File: src/rtl/uart_rx_interface.sv
// uart_rx_interface
// 8N1 UART receiver for host command bytes (angle setpoints, mode bytes).
// The line is sampled at 16x the bit rate. Each bit is decided by a
// 3-sample majority vote taken in the middle of the bit. Received bytes
// land in a small first-word-fall-through FIFO, so the head byte is always
// visible on 'data' while 'data_rdy' is high.
//
// Handshake (FIFO read side): 'data_rdy' high means 'data' holds a valid
// byte. Asserting 'data_ack' while 'data_rdy' is high pops that byte at the
// next rising edge, and the next entry (if any) appears after that edge.
// 'data_ack' has no effect while 'data_rdy' is low. There is no back-pressure
// toward the line: a byte that arrives while the FIFO is full and is not
// being popped is dropped and flagged on 'overrun'.
module uart_rx_interface #(
   parameter int CLK_FREQ   = 100_000_000,
   parameter int BAUD       = 115200,
   parameter int FIFO_DEPTH = 4
) (
   input  logic       clock,
   input  logic       reset,
   input  logic       UART_RX,
   output logic [7:0] data,
   output logic       data_rdy,
   input  logic       data_ack,
   output logic       rx_busy,
   output logic       frame_err,
   output logic       overrun
);

   // ---------------------------------------------------------------------
   // Derived constants
   // ---------------------------------------------------------------------
   localparam int CLKS_PER_TICK = CLK_FREQ / (BAUD * 16);
   localparam int TICK_W        = (CLKS_PER_TICK > 1) ? $clog2(CLKS_PER_TICK) : 1;
   localparam int PTR_W         = (FIFO_DEPTH > 1) ? $clog2(FIFO_DEPTH) : 1;
   localparam int CNT_W         = PTR_W + 1;

   localparam logic [TICK_W-1:0] TICK_LAST = TICK_W'(CLKS_PER_TICK - 1);
   localparam logic [CNT_W-1:0]  FIFO_FULL = CNT_W'(FIFO_DEPTH);

   // Each tick pulse closes one tick period and opens the next one.
   // 'ph_cnt' holds the index of the tick period currently running, so the
   // pulse seen while ph_cnt==k opens tick k+1. The first vote sample is
   // therefore taken on the pulse seen with ph_cnt==6 (opening tick 7), and
   // the decision is made on the pulse seen with ph_cnt==8 (opening tick 9).
   // The pulse seen with ph_cnt==15 ends the bit.
   localparam logic [3:0] PH_SAMPLE_A = 4'd6;
   localparam logic [3:0] PH_SAMPLE_B = 4'd7;
   localparam logic [3:0] PH_DECIDE   = 4'd8;
   localparam logic [3:0] PH_LAST     = 4'd15;

   // ---------------------------------------------------------------------
   // Receiver state
   // ---------------------------------------------------------------------
   typedef enum logic [2:0] {
      S_IDLE  = 3'd0,
      S_START = 3'd1,
      S_DATA  = 3'd2,
      S_STOP  = 3'd3,
      S_BREAK = 3'd4
   } rx_state_t;

   rx_state_t state;
   rx_state_t state_nxt;

   // Line conditioning
   logic rx_meta;
   logic rx_s;
   logic rx_prev;
   logic start_edge;

   // Timing
   logic [TICK_W-1:0] tick_cnt;
   logic              tick;
   logic [3:0]        ph_cnt;
   logic              sample_a;
   logic              sample_b;
   logic              decide;
   logic              bit_end;

   // Bit voting and data assembly
   logic       vote_a;
   logic       vote_b;
   logic       majority;
   logic [2:0] bit_cnt;
   logic [7:0] shift_reg;

   // FSM control strobes
   logic clr_cnt;
   logic push_set;
   logic fe_set;

   // FIFO
   logic             push_req;
   logic [7:0]       mem [FIFO_DEPTH];
   logic [PTR_W-1:0] wr_ptr;
   logic [PTR_W-1:0] rd_ptr;
   logic [CNT_W-1:0] count;
   logic             fifo_full;
   logic             pop;
   logic             do_push;

   // ---------------------------------------------------------------------
   // Input conditioning
   // ---------------------------------------------------------------------

   // Two-flop synchronizer plus one history flop for start-edge detection;
   // all reset to the idle line level so reset never fakes a start bit.
   always_ff @(posedge clock or negedge reset) begin
      if (!reset) begin
         rx_meta <= 1'b1;
         rx_s    <= 1'b1;
         rx_prev <= 1'b1;
      end else begin
         rx_meta <= UART_RX;
         rx_s    <= rx_meta;
         rx_prev <= rx_s;
      end
   end

   assign start_edge = rx_prev & ~rx_s;

   // ---------------------------------------------------------------------
   // Tick generation and bit phase
   // ---------------------------------------------------------------------

   assign tick = (tick_cnt == TICK_LAST);

   // Tick prescaler: free-running, realigned to the frame on a start edge.
   always_ff @(posedge clock or negedge reset) begin
      if (!reset) begin
         tick_cnt <= '0;
      end else if (clr_cnt || tick) begin
         tick_cnt <= '0;
      end else begin
         tick_cnt <= tick_cnt + 1'b1;
      end
   end

   // Tick index within the current bit (0..15), realigned on a start edge.
   always_ff @(posedge clock or negedge reset) begin
      if (!reset) begin
         ph_cnt <= '0;
      end else if (clr_cnt) begin
         ph_cnt <= '0;
      end else if (tick) begin
         ph_cnt <= ph_cnt + 1'b1;
      end
   end

   assign sample_a = tick && (ph_cnt == PH_SAMPLE_A);
   assign sample_b = tick && (ph_cnt == PH_SAMPLE_B);
   assign decide   = tick && (ph_cnt == PH_DECIDE);
   assign bit_end  = tick && (ph_cnt == PH_LAST);

   // Capture the first two vote samples; the third is rx_s itself at the
   // decision pulse.
   always_ff @(posedge clock or negedge reset) begin
      if (!reset) begin
         vote_a <= 1'b1;
         vote_b <= 1'b1;
      end else begin
         if (sample_a) vote_a <= rx_s;
         if (sample_b) vote_b <= rx_s;
      end
   end

   assign majority = (vote_a & vote_b) | (vote_a & rx_s) | (vote_b & rx_s);

   // ---------------------------------------------------------------------
   // Receive FSM
   // ---------------------------------------------------------------------

   // State register.
   always_ff @(posedge clock or negedge reset) begin
      if (!reset) begin
         state <= S_IDLE;
      end else begin
         state <= state_nxt;
      end
   end

   // Next-state logic and control strobes.
   always_comb begin
      state_nxt = state;
      clr_cnt   = 1'b0;
      push_set  = 1'b0;
      fe_set    = 1'b0;
      case (state)
         S_IDLE: begin
            if (start_edge) begin
               state_nxt = S_START;
               clr_cnt   = 1'b1;
            end
         end
         S_START: begin
            // A start bit that votes high was only a glitch.
            if (decide && majority) begin
               state_nxt = S_IDLE;
            end else if (bit_end) begin
               state_nxt = S_DATA;
            end
         end
         S_DATA: begin
            if (bit_end && (bit_cnt == 3'd7)) begin
               state_nxt = S_STOP;
            end
         end
         S_STOP: begin
            // Leave right at the decision so a short stop bit from the
            // sender still lets the next start edge through.
            if (decide) begin
               if (majority) begin
                  push_set  = 1'b1;
                  state_nxt = S_IDLE;
               end else begin
                  fe_set    = 1'b1;
                  state_nxt = S_BREAK;
               end
            end
         end
         S_BREAK: begin
            // Wait out a held-low line so it reports only one framing error.
            if (rx_s) begin
               state_nxt = S_IDLE;
            end
         end
         default: begin
            state_nxt = S_IDLE;
         end
      endcase
   end

   assign rx_busy = (state != S_IDLE);

   // Data bit counter and LSB-first shift register.
   always_ff @(posedge clock or negedge reset) begin
      if (!reset) begin
         bit_cnt   <= '0;
         shift_reg <= '0;
      end else begin
         if (clr_cnt) begin
            bit_cnt <= '0;
         end else if ((state == S_DATA) && bit_end) begin
            bit_cnt <= bit_cnt + 1'b1;
         end
         if ((state == S_DATA) && decide) begin
            shift_reg <= {majority, shift_reg[7:1]};
         end
      end
   end

   // Registered push request and framing-error pulse, both one cycle after
   // the stop decision.
   always_ff @(posedge clock or negedge reset) begin
      if (!reset) begin
         push_req  <= 1'b0;
         frame_err <= 1'b0;
      end else begin
         push_req  <= push_set;
         frame_err <= fe_set;
      end
   end

   // ---------------------------------------------------------------------
   // First-word-fall-through FIFO
   // ---------------------------------------------------------------------

   assign fifo_full = (count == FIFO_FULL);
   assign data_rdy  = (count != '0);
   assign pop       = data_ack & data_rdy;
   // A pop in the same cycle frees the slot a push into a full FIFO needs.
   assign do_push   = push_req & (~fifo_full | pop);
   assign overrun   = push_req & fifo_full & ~pop;

   // Storage array; entries are only visible through the occupancy mask.
   always_ff @(posedge clock) begin
      if (do_push) begin
         mem[wr_ptr] <= shift_reg;
      end
   end

   // Pointers and occupancy; pointers wrap naturally at FIFO_DEPTH.
   always_ff @(posedge clock or negedge reset) begin
      if (!reset) begin
         wr_ptr <= '0;
         rd_ptr <= '0;
         count  <= '0;
      end else begin
         if (do_push) wr_ptr <= wr_ptr + 1'b1;
         if (pop)     rd_ptr <= rd_ptr + 1'b1;
         case ({do_push, pop})
            2'b10:   count <= count + 1'b1;
            2'b01:   count <= count - 1'b1;
            default: count <= count;
         endcase
      end
   end

   assign data = data_rdy ? mem[rd_ptr] : 8'h00;

endmodule

File: config.mk
export PLATFORM = sky130hd
export DESIGN_NAME = uart_rx_interface
export DESIGN_NICKNAME = d
export VERILOG_FILES = /design/src/rtl/uart_rx_interface.sv
export SDC_FILE = /design/constraint.sdc
export NUM_CORES = 1
export LEC_CHECK = 0
export CAP_MARGIN = 20
export CORE_UTILIZATION = 50
export CTS_CLUSTER_DIAMETER = 120
export DETAILED_ROUTE_END_ITERATION = 7
export PLACE_DENSITY = 0.78
export SLEW_MARGIN = 20
export SYNTH_ARGS = -nofsm -noshare
export SYNTH_HDL_FRONTEND = slang
export SYNTH_SLANG_ARGS = --single-unit
File: constraint.sdc
create_clock -name clock -period 2.3 [get_ports clock]
set_input_delay 0.575 -clock clock [delete_from_list [all_inputs] [get_ports clock]]
set_output_delay 0.575 -clock clock [all_outputs]
set_load 0.02 [all_outputs]
== Word-level counts from Yosys, hierarchy flattened ==
Memories as Yosys holds them, arrays and structs flattened.
Index checks and enable logic that the tools add are counted.
W data, S select, Z words.
Storage, ports and cells
  logic and storage cells: 96
  register bits after elaboration: 38
  bits in writable memories: 32
  bits of input ports: 4
  output and inout port bits: 12
  memories: 1
Operators by class
  equality and inequality tests: 18
  bitwise gates (word level): 14
  mux-type cells: 25
  add/sub/neg operators: 7
  reduce and logical (&&, ||, !) cells: 16
Memory list
  mem: depth 4, width 8, read ports 1, clocked after Yosys merged registers in 0, wr ports 1, RTL line 95  | logic [7:0] mem [FIFO_DEPTH];
Operators with widths (count)
  $mux W3: 9
  $pmux W3 S5: 1
  $mux W1: 10
  $eq A3 B3 Y1 const B: 3
  $and A1 B1 Y1: 8
  $eq A4 B3 Y1 const B: 2
  $eq A4 B4 Y1 const B: 2
  $logic_and A1 B1 Y1: 8
  $mux W4: 2
  $mux W8: 1
  $ne A2 B2 Y1 const B: 4
  $add A3 B1 Y3 const B: 2
  $add A6 B1 Y6 const B: 1
  $eq A3 B2 Y1 const B: 2
  $eq A6 B6 Y1 const B: 1
  $mux W6: 1
  $pmux W3 S2: 1
  $reduce_bool A2 Y1: 3
  $reduce_bool A3 Y1: 2
  $reduce_and A5 Y1: 1
  $add A2 B1 Y2 const B: 2
  $add A4 B1 Y4 const B: 1
  $eq A3 B1 Y1 const B: 1
  $logic_not A3 Y1: 1
  7 further kinds: 11

== Longest topological paths before layout ==
Gate-level depths: netlist of the first run.
  depth after elaboration: 6
  gate-level depth with buffers: 10
  depth with buffers taken out: 9

== Worst setup path after synthesis of the first run ==
Ideal clock, no wire load.
  path kind: input to register
  start point: input port data_ack
  end point: register count[2]
  data required time: 2221 ps
  cell stages on the path: 10
  path buffers: 1
  data arrival time: 2094 ps
  path slack: 127 ps
  library setup time: 79 ps
  cell sequence: nor4b_1 nor2b_1 clkbuf_1 inv_1 ha_1 inv_1 fa_1 xor2_1 nor2_1 xor2_1
On the way
  longest elaborated chain between the ends: 5
  elaborated cells on any way between the ends: 7
  those cells by class: eq/ne (2); mux (1); bitwise (3); reduce/logical (1)
RTL lines
  start, declared: RTL line 24  | input logic data_ack,
  $and A1 B1 Y1 *: RTL line 271  | assign pop = data_ack & data_rdy;
  $or A1 B1 Y1: RTL line 273  | assign do_push = push_req & (~fifo_full | pop);
  $and A1 B1 Y1: RTL line 273
  $eq A2 B1 Y1 or $eq A2 B2 Y1 (tied branches): RTL line 292  | case ({do_push, pop})
  $pmux W3 S2 or $reduce_bool A2 Y1 (tied branches)
  end signal, assigned: RTL line 293  | 2'b10: count <= count + 1'b1;
  end signal, assigned: RTL line 294  | 2'b01: count <= count - 1'b1;
  end signal, assigned: RTL line 295  | default: count <= count;
  end, declared: RTL line 98  | logic [CNT_W-1:0] count;
Mark *: on every way between the ends. The rest lies on a longest branch, timed or not.
A chain may end at the register's enable or synchronous reset.

== Worst setup path after layout of the first run ==
  start point: register rd_ptr[0]
  end point: output port data[5]
On the way
  longest elaborated chain between the ends: 2
RTL lines
  start, declared: RTL line 97  | logic [PTR_W-1:0] rd_ptr;
  start signal, assigned: RTL line 291  | if (pop) rd_ptr <= rd_ptr + 1'b1;
  $mem_v2 Z4 W8
  $mux W8: RTL line 300  | assign data = data_rdy ? mem[rd_ptr] : 8'h00;
  end, declared: RTL line 22  | output logic [7:0] data,
Every way passes these cells.

==> flow_summary_export.csv, run 1 <==
group,metric,value,unit
run_status,run_status,"complete, no violations",
timing,slew_at_the_pin_closest_to_its_max_slew_limit,0.754,ns
critical_path,cp.required,1.73,ns
global_route,grt_usage,17.2,%
drt,routed_wirelength,4630,um
floorplanning,fp.coreArea,5920,um2
job,cap_violations,0,
place,pre_cts_ws,-0.397,ns
clocking,clock_latency_on_the_worst_skew_pair,0.34,ns
critical_path,crit_type,"flop to output pin",
min_path,worstHoldPathType,"input pin to asynchronous set/reset pin",
global_route,grt_pass1_wl,7800,um
yosys,ys_ff_latch,70,
critical_path,r2r-start,"count[0]",
timing,grt_setup_unrepaired,"yes",
yosys,synth.yosys.seq_area_share,62.4,%
timing,worst_hold_slack,0.268,ns
clocking,cts_buffer_count,9,
clocking,h_tree_depth,3,
global_route,grt_overflow_total,0,
critical_path,timing.critical_path.to,"data[5]",
yosys,post-synth-top-area-fraction,31.2,%
yosys,most_used_flip_flop_cell_after_synthesis,"sky130_fd_sc_hd__dfrtp_1",
yosys,library_cells_used_by_synthesis,38,
place,finalWeightedCongestion,0.697,
yosys,synthTopCellsByArea,"sky130_fd_sc_hd__edfxtp_1, sky130_fd_sc_hd__dfrtp_1, sky130_fd_sc_hd__mux4_2",
place,detailed_place_hpwl,3120,um
yosys,synth-edff-count,32,
yosys,synthArstFlopShare,54.3,%
power_and_ir_drop,total_leakage_power,1.54,nW
drt,1st_pass_router_iterations,4,
global_route,via_count_of_the_first_global_routing_pass,1660,
power_and_ir_drop,worst_ir_drop_vdd,0.601,mV
critical_path,arrival,1.67,ns
clocking,clock-sinks,70,
floorplanning,chipHeight,80.4,um
critical_path,crit-reg2reg-capture,"count[1]",
critical_path,slowest_stage,"sky130_fd_sc_hd__mux4_2",
yosys,synth.net_count,235,
clocking,cts_tree,"built",
critical_path,ff2ff_setup_slack,0.29,ns
finish,antenna_cells,0,
critical_path,critPathCaptureType,"output pin",
timing,skew,0.00633,ns
clocking,clock_root_buffer_master,"sky130_fd_sc_hd__clkbuf_8",
drt,drt-vias-per-instance,5.19,
clocking,cts.reportedPaths.clkPinSlew,0.07,ns
finish,nets,260,
floorplanning,placement_rows,28,
yosys,ys.warnings.count,0,
drt,via_count,1675,
finish,number_of_flip_flops_under_the_largest_register_name,32,
critical_path,crit_chain,"buf_6, mux4_2, and2_1, buf_2",
critical_path,ff2ff_path_depth,6,
critical_path,critical_path.max_stage_delay,0.50,ns
clocking,clockBufferDepth,2,
critical_path,setup.worst_path.start_class,"flop",
critical_path,crit_fanout,5,
timing,final-setup-viol-count,0,
floorplanning,io_pins,16,
timing,clock.fmax,0.445,GHz
yosys,post_synth_inst_count,218,
yosys,syn_avg_cell_area,14.1,um2
yosys,mappedNetlistArea,3080,um2
floorplanning,die_area,6470,um2
clocking,cts-hold-fix-buffers,0,
place,place.port_buffers,15,
global_route,largest_net_degree_at_the_start_of_global_routing,39,
floorplanning,initial_utilization,51.9,%
yosys,synthDominantAreaCellType,"sky130_fd_sc_hd__edfxtp_1",
critical_path,timing.critical_path.from,"rd_ptr[0]",
drt,drc,0,
timing,finalCriticalPeriod,2.24,ns
drt,detailedRoute.firstIterationViolations,91,
timing,timing.final.max_slew_violations,0,
timing,final_hold_fails,0,
floorplanning,floorplan.die.width,80.4,um
timing,timing.final.crit_share,97.6,%
finish,drive_above_1_share,29.8,%
power_and_ir_drop,pwr_density_cell,895,nW/um2
drt,route.antenna.remaining_nets,0,
global_route,grt_antenna_before_repair,0,
finish,area_delta_synth_final,16.5,%
drt,route.detailed.wl_per_inst,14.3,um
timing,worst_slack,0.0550,ns
timing,maxSlewHeadroom,49.3,%
[area by class of cell]
class / instances / area [um2]
flip-flops and latches: 70 / 1920
clock inverters: 5 / 82.6
clock buffers: 11 / 141
inverters: 12 / 45.0
repair buffers: 23 / 198
fillers: 463 / 2340
well taps: 75 / 93.8
multi-input cells: 127 / 1100
[worst min-delay path by stage]
stage / endpoint / slack (ns) / cells past startpoint
finish: ph_cnt[1] / 0.27 / 2
global placement: rx_s / 0.35 / 0
detailed placement: rx_s / 0.35 / 0
CTS: state[0] / 0.26 / 2
global route: shift_reg[0] / 0.30 / 2
floorplan: bit_cnt[0] / 0.28 / 0
[where the power goes]
group	leakage, nW	internal [mW]	switching, mW	total, mW
clock	0.113	0.642	0.445	1.09
combinational	0.582	0.286	0.252	0.537
sequential	0.846	1.42	0.164	1.58
total	1.54	2.34	0.861	3.21
[per-stage QoR]
step	area (um2)	utilization, %	setup TNS (ns)	total power, mW	std cells
3_5_place_dp	3340	56.4	-0.809	2.13	307
6_report	3580	60.5	0	3.21	323
5_1_grt	3580	60.5	-0.0615	3.38	323
3_3_place_gp	3340	56.4	-0.648	2.09	307
2_1_floorplan	3080	-	0	1.95	218
4_1_cts	3540	59.7	0	3.25	323
[cells in the mapped netlist, types with 2 or more instances]
cell type,number
sky130_fd_sc_hd__ha_1,12
sky130_fd_sc_hd__and2_1,14
sky130_fd_sc_hd__nor4b_1,2
sky130_fd_sc_hd__nor3b_1,2
sky130_fd_sc_hd__dfrtp_1,33
sky130_fd_sc_hd__nor2_1,15
sky130_fd_sc_hd__or3_1,3
sky130_fd_sc_hd__dfstp_2,5
sky130_fd_sc_hd__buf_2,2
sky130_fd_sc_hd__nand2_1,8
sky130_fd_sc_hd__mux2_2,10
sky130_fd_sc_hd__xnor2_1,8
sky130_fd_sc_hd__inv_1,12
sky130_fd_sc_hd__nor3_1,2
sky130_fd_sc_hd__mux4_2,8
sky130_fd_sc_hd__nand4b_1,2
sky130_fd_sc_hd__a21oi_1,5
sky130_fd_sc_hd__edfxtp_1,32
sky130_fd_sc_hd__clkbuf_1,7
sky130_fd_sc_hd__o21ai_0,7
sky130_fd_sc_hd__xor2_1,5
sky130_fd_sc_hd__nand3_1,6
sky130_fd_sc_hd__a31o_2,3
[repair_timing]
| action | in CTS | in global routing |
|---|---|---|
| setup buffers | 0 | 0 |
| setup endpoints to repair | 10 | 11 |
| pin swaps | 0 | 5 |
| gates resized for setup | 40 | 19 |
[cell families after synthesis]
family	share of synthesized area, %
AO/OA/AOI/OAI	3.25
XOR/XNOR	3.70
adder cells (fa/ha/maj)	5.86
buffers and inverters	2.64
flip-flops	62.4
multiplexers	9.85
AND/OR/NAND/NOR	12.3
[cell usage in the layout, fill, tap and decap left out, types with 3 or more instances in the layout]
cell type                         count
sky130_fd_sc_hd__edfxtp_1            32
sky130_fd_sc_hd__a21oi_1              5
sky130_fd_sc_hd__dfstp_2              5
sky130_fd_sc_hd__clkdlybuf4s50_1      4
sky130_fd_sc_hd__ha_1                12
sky130_fd_sc_hd__nand3_1              6
sky130_fd_sc_hd__xnor2_1              8
sky130_fd_sc_hd__a31o_2               3
sky130_fd_sc_hd__clkbuf_8            10
sky130_fd_sc_hd__mux2_2              10
sky130_fd_sc_hd__mux4_2               8
sky130_fd_sc_hd__buf_2                5
sky130_fd_sc_hd__inv_1               12
sky130_fd_sc_hd__and2_4               5
sky130_fd_sc_hd__buf_4                6
sky130_fd_sc_hd__o21ai_0              7
sky130_fd_sc_hd__nor2_1              14
sky130_fd_sc_hd__nand2_1              8
sky130_fd_sc_hd__and2_1               9
sky130_fd_sc_hd__xor2_1               5
sky130_fd_sc_hd__buf_6                7
sky130_fd_sc_hd__dfrtp_1             31
[critical path: cells and delay by family, from the launching register on]
family	cells	cell delay, ns
buffers and inverters	2	0.29
and+or+nand+nor	1	0.17
DFF	1	0.38
muxes	1	0.50
[routing by layer]
layer  part of all wire [%]  track usage, %  vias up
met5                      0               0        -
li1                       -               -      822
met1                     44            20.8      824
met4                   0.93            6.43        0
met3                    3.7            7.16        5
met2                     51            27.3       24
Power figures use the tool's default switching activity.
==> run 2, diff against run 1 <==
Settings changed: CTS_CLUSTER_SIZE set to 24, HOLD_SLACK_MARGIN set to 0.06.
==> results of run 2 <==
Final layout, timing and power as in run 1 (identical DEF).
==> RTL change 1 (config.mk and constraints of run 2) <==
`FIFO_DEPTH`: 4 -> 8.
--- a/src/rtl/uart_rx_interface.sv
+++ b/src/rtl/uart_rx_interface.sv
@@ -15,5 +15,5 @@
    parameter int CLK_FREQ   = 100_000_000,
    parameter int BAUD       = 115200,
-   parameter int FIFO_DEPTH = 4
+   parameter int FIFO_DEPTH = 8
 ) (
    input  logic       clock,
Check against the original RTL: same outputs for any inputs over 10 cycles, from zero or initial values and one cycle with reset low; that may be too few to reach the edited logic, so the function may still have changed.
==> RTL change 1 against run 2 <==
The run now ends with negative setup slack left. First-iteration DRC count up 12%. Synthesized area increased by 46%. Total power rose by 11%. Sequential cell count rose by 35. Design area is 44% higher. Worst setup slack worse by 0.20 ns. Clock skew increased by 0.0076 ns. Routed wire length up 61%. Maximum frequency decreased by 8.2%. Via count increased by 40%. Critical path type unchanged. Critical endpoint is now data[4].
==> RTL change 1: results (changes against run 2) <==
status: "finished, violations left"
violations: "negative setup slack"
gp_congestion: 0.802  # +15%
viasPerCell: 5.41  # +4.3%
yosysMostFrequentCell: "edfxtp_1"
synthArstFlopShare_pct: 39.0  # -15 points
antenna_found_initial: 0  # unchanged
drive_above_1_share_pct: 30.6  # +0.74 points
grt_use_met2_pct: 28.5  # +1.3 points
grt_pass1_wl_um: 12800  # +64%
syn_nets: 297  # +26%
worst-slew-pin-transition_ns: 0.717  # -0.0362 ns
cp-endpoint: "data[4]"
grt_max_degree: 31  # -21%
r2r_cells: 10  # +4
synth_edf_count: 64  # +100%
dr_wl_met2_um: 3710  # +57%
setup_viol: 8  # +8
place_inst: 415  # +35%
layout.nets: 338  # +30%
setup_ws_ns: -0.144  # -0.199 ns
grt_pass1_vias: 2465  # +48%
place_hpwl_um: 4970  # +60%
cts.clk_slew.worst_paths_ns: 0.09  # +0.02 ns
wl_met1_um: 3390  # +66%
synth_area_leaders: "edfxtp_1 43%, dfrtp_1 20%, mux4_2 8.0%"
synth_flop_cell: "edfxtp_1"
worst-r2r-setup-slack_ns: 0.01  # -0.28 ns
wl_per_cell_um: 17.1  # +19%
grt_usage_pct: 17.7  # +0.52 points
fin_setup_tns_ns: -0.899  # -0.899 ns
r2r_end: "count[3]"
largest_reg_flops: 64  # +100%
arrival_ns: 1.87  # +0.20 ns
avgSynthCellArea_sq_um: 16.0  # +13%
seq_area_sq_um: 2960  # +54%
timing.rr.start: "count[0]"
sw_frac_of_total_pct: 22.4  # -4.4 points
diodes: 0  # unchanged
drtIter0Drc: 102  # +12%
post_dp_cell_area_sq_um: 4930  # +48%
cts_root_buf: "clkbuf_8"
wl_met3_um: 236  # +39%
pre_cts_ws_ns: -0.313  # +0.0843 ns
irDropWorstVdd_mv: 0.469  # -22%
gr-usage-met3_pct: 2.82  # -4.3 points
cp_max_fo: 4  # -1
n_fill_cell: 622  # +34%
synth.top_cells.by_count: "64 x edfxtp_1, 36 x dfrtp_1, 33 x nor2_1"
p_leak_nw: 2.12  # +37%
skew_ns: 0.0139  # +0.00759 ns
seq_area_frac_synth_pct: 65.9  # +3.5 points
grt_use_met1_pct: 24.1  # +3.3 points
synth_cell_types: 47  # +24%
cts_setup_buffers: 2  # +2
clk_latency_ns: 0.36  # +0.02 ns
wl_um: 7430  # +61%
## RTL change 1: changes by cell type after synthesis, moves of 5 or more
cell / change
nor3_1: +5
edfxtp_1: +32
mux4_2: +8
clkbuf_1: -6
mux2i_1: +9
and2_1: -13
nor2_1: +18
o21ai_0: -7
## RTL change 1: cells by family after synthesis
group                      count (synthesis)  synth area share, %
xor gates and xnor gates                  16                 3.13
muxes                                     39                 13.6
adders and majority gates                 13                 3.57
AOI/OAI and AO/OA                          8                 1.37
buffers and inverters                     18                 1.90
DFF                                      105                 65.9
and+or+nand+nor                           82                 10.5
## RTL change 1: power groups by stage
stage	Sequential (mW)	Combinational, mW	Clock (mW)
2_1_floorplan	2.15	0.195	0
3_3_place_gp	2.18	0.209	0
3_5_place_dp	2.19	0.220	0
4_1_cts	2.15	0.221	1.24
5_1_grt	2.16	0.257	1.33
6_report	2.15	0.216	1.21
## RTL change 1: area by class of cell
| type | count | area share [%] |
|---|---|---|
| inverters | 9 | 0.703 |
| flip-flops and latches | 105 | 57.3 |
| repair buffers | 39 | 6.60 |
| clock inverters | 5 | 1.60 |
| well taps | 108 | 2.62 |
| multi-input cells | 158 | 28.6 |
| clock buffers | 11 | 2.55 |
## RTL change 1: worst max-delay path: stages, from the launching register on
cell and delay, ns:
dfrtp_2 0.42, buf_6 0.12, buf_16 0.11, mux4_2 0.50
mux2i_1 0.15, nor2_1 0.05, buf_2 0.15
## RTL change 1: how the worst min path moves through the flow
stage                  endpoint  slack (ns)  depth (start not counted)
CTS                  bit_cnt[0]        0.26                          1
global placement           rx_s        0.35                          0
floorplan            bit_cnt[0]        0.28                          0
finish               bit_cnt[1]        0.24                          1
detailed placement         rx_s        0.35                          0
global route        tick_cnt[4]        0.29                          1
==> RTL change 2 (config.mk and constraints of run 2) <==
Made on the original files. The output `frame_err` loses its register stage (`frame_err` becomes a continuous assignment).
--- a/src/rtl/uart_rx_interface.sv
+++ b/src/rtl/uart_rx_interface.sv
@@ -256,10 +256,10 @@
       if (!reset) begin
          push_req  <= 1'b0;
-         frame_err <= 1'b0;
       end else begin
          push_req  <= push_set;
-         frame_err <= fe_set;
-      end
-   end
+      end
+   end
+
+   assign frame_err = fe_set;
 
    // ---------------------------------------------------------------------
Formal check against the unedited RTL: no difference found for any inputs over 10 cycles, from zero or initial values and one cycle with reset low; that may be too few to reach the edited logic, so the function may still have changed.
==> RTL change 2 against run 2 <==
The run now ends with negative setup slack left. Die area is 0.79% lower. Sequential cell count is 1 lower. Design area is 1.5% higher. Routed wire length is 6.3% higher. Sequential share of layout area is 1.6 points lower. Critical path depth is 1 higher. Worst setup slack worse by 0.085 ns. Synthesized area is 0.81% lower. Total power is 1.1% lower.
==> RTL change 2: results (changes against run 2) <==
status: "finished, violations left"
violations: "negative setup slack"
dr_wl_met2_um: 2610  # +10%
synthAdderAreaFrac_pct: 5.91  # +0.048 points
setup_ws_ns: -0.0299  # -0.0849 ns
synth-xor-area-share_pct: 3.73  # +0.030 points
r2r_cells: 8  # +2
multi_input_area_share_pct: 30.6  # -0.19 points
nMultiInputCombCells: 127  # unchanged
layout.nets: 271  # +4.2%
slew_headroom_pct: 43.4  # -5.9 points
place_hpwl_um: 3340  # +7.0%
setup_viol: 2  # +2
crit_start: "rd_ptr[0]"
wl_met1_um: 2130  # +4.1%
grt_max_degree: 38  # -2.6%
final-clk-cell-share_pct: 5.47  # -0.78 points
wl_met3_um: 132  # -22%
layout.nonclk_buf_share_pct: 8.12  # +2.6 points
synthArstFlopShare_pct: 53.6  # -0.66 points
seq_area_frac_synth_pct: 62.1  # -0.31 points
yosysWarnings: 0  # unchanged
vias: 1701  # +1.6%
clockBufferCount: 9  # -2
grt_usage_pct: 17.8  # +0.65 points
grt_pass1_wl_um: 8230  # +5.6%
arrival_ns: 1.75  # +0.08 ns
worst-r2r-setup-slack_ns: 0.32  # +0.03 ns
synth_mux_area_share_pct: 9.93  # +0.081 points
cp_max_fo: 4  # -1
pre_cts_ws_ns: -0.360  # +0.0368 ns
place_inst: 316  # +2.9%
fin_setup_tns_ns: -0.0417  # -0.0417 ns
synth_cell_types: 38  # unchanged
drive_above_1_share_pct: 34.0  # +4.1 points
syn_nets: 234  # -0.43%
viasPerCell: 5.09  # -1.8%
avgSynthCellArea_sq_um: 14.1  # -0.36%
critical_path.top_delay_family: "multiplexers"
drtIter0Drc: 90  # -1.1%
synth_compound_area_share_pct: 3.28  # +0.027 points
nNonClkBuffers: 35  # +52%
r2r_end: "count[2]"
wl_per_cell_um: 14.7  # +2.8%
synth_area_leaders: "edfxtp_1 32%, dfrtp_1 26%, mux4_2 5.9%"
seq_share_pct: 52.0  # -1.6 points
n_fill_cell: 444  # -4.1%
ys_seq_elements: 69  # -1.4%
grt_pass1_vias: 1762  # +6.1%
p_leak_nw: 1.58  # +2.4%
synth.top_cells.by_count: "32 x dfrtp_1, 32 x edfxtp_1, 15 x nor2_1"
gp_congestion: 0.718  # +3.1%
irDropWorstVdd_mv: 0.485  # -19%
skew_ns: 0.00455  # -0.00178 ns
[RTL change 2: metal layers]
metal	GRT usage, %	up-vias
li1	-	850
met4	7.50	0
met5	0	-
met3	3.41	5
met2	31.5	25
met1	21.2	821
[RTL change 2: power breakdown]
group	leakage, nW	internal [mW]	switching [mW]
combinational	0.652	0.361	0.297
sequential	0.835	1.40	0.142
clock	0.0918	0.504	0.470
total	1.58	2.26	0.909
[RTL change 2: what timing repair did]
action | CTS | global route
pin swaps | 0 | 4
gates resized for setup | 41 | 26
buffers inserted | 3 | 0
endpoints found under the setup margin | 11 | 9
[RTL change 2: metrics by stage]
step	instance area, sq um	total power, mW	hold slack [ns]	utilization [%]
after CTS	3580	3.19	0.341	60.9
final	3640	3.17	0.333	61.8
after global placement	3390	2.12	0.346	57.6
after global routing	3640	3.35	0.363	61.8
after floorplan	3050	1.93	0.279	-
after detailed placement	3390	2.16	0.349	57.6
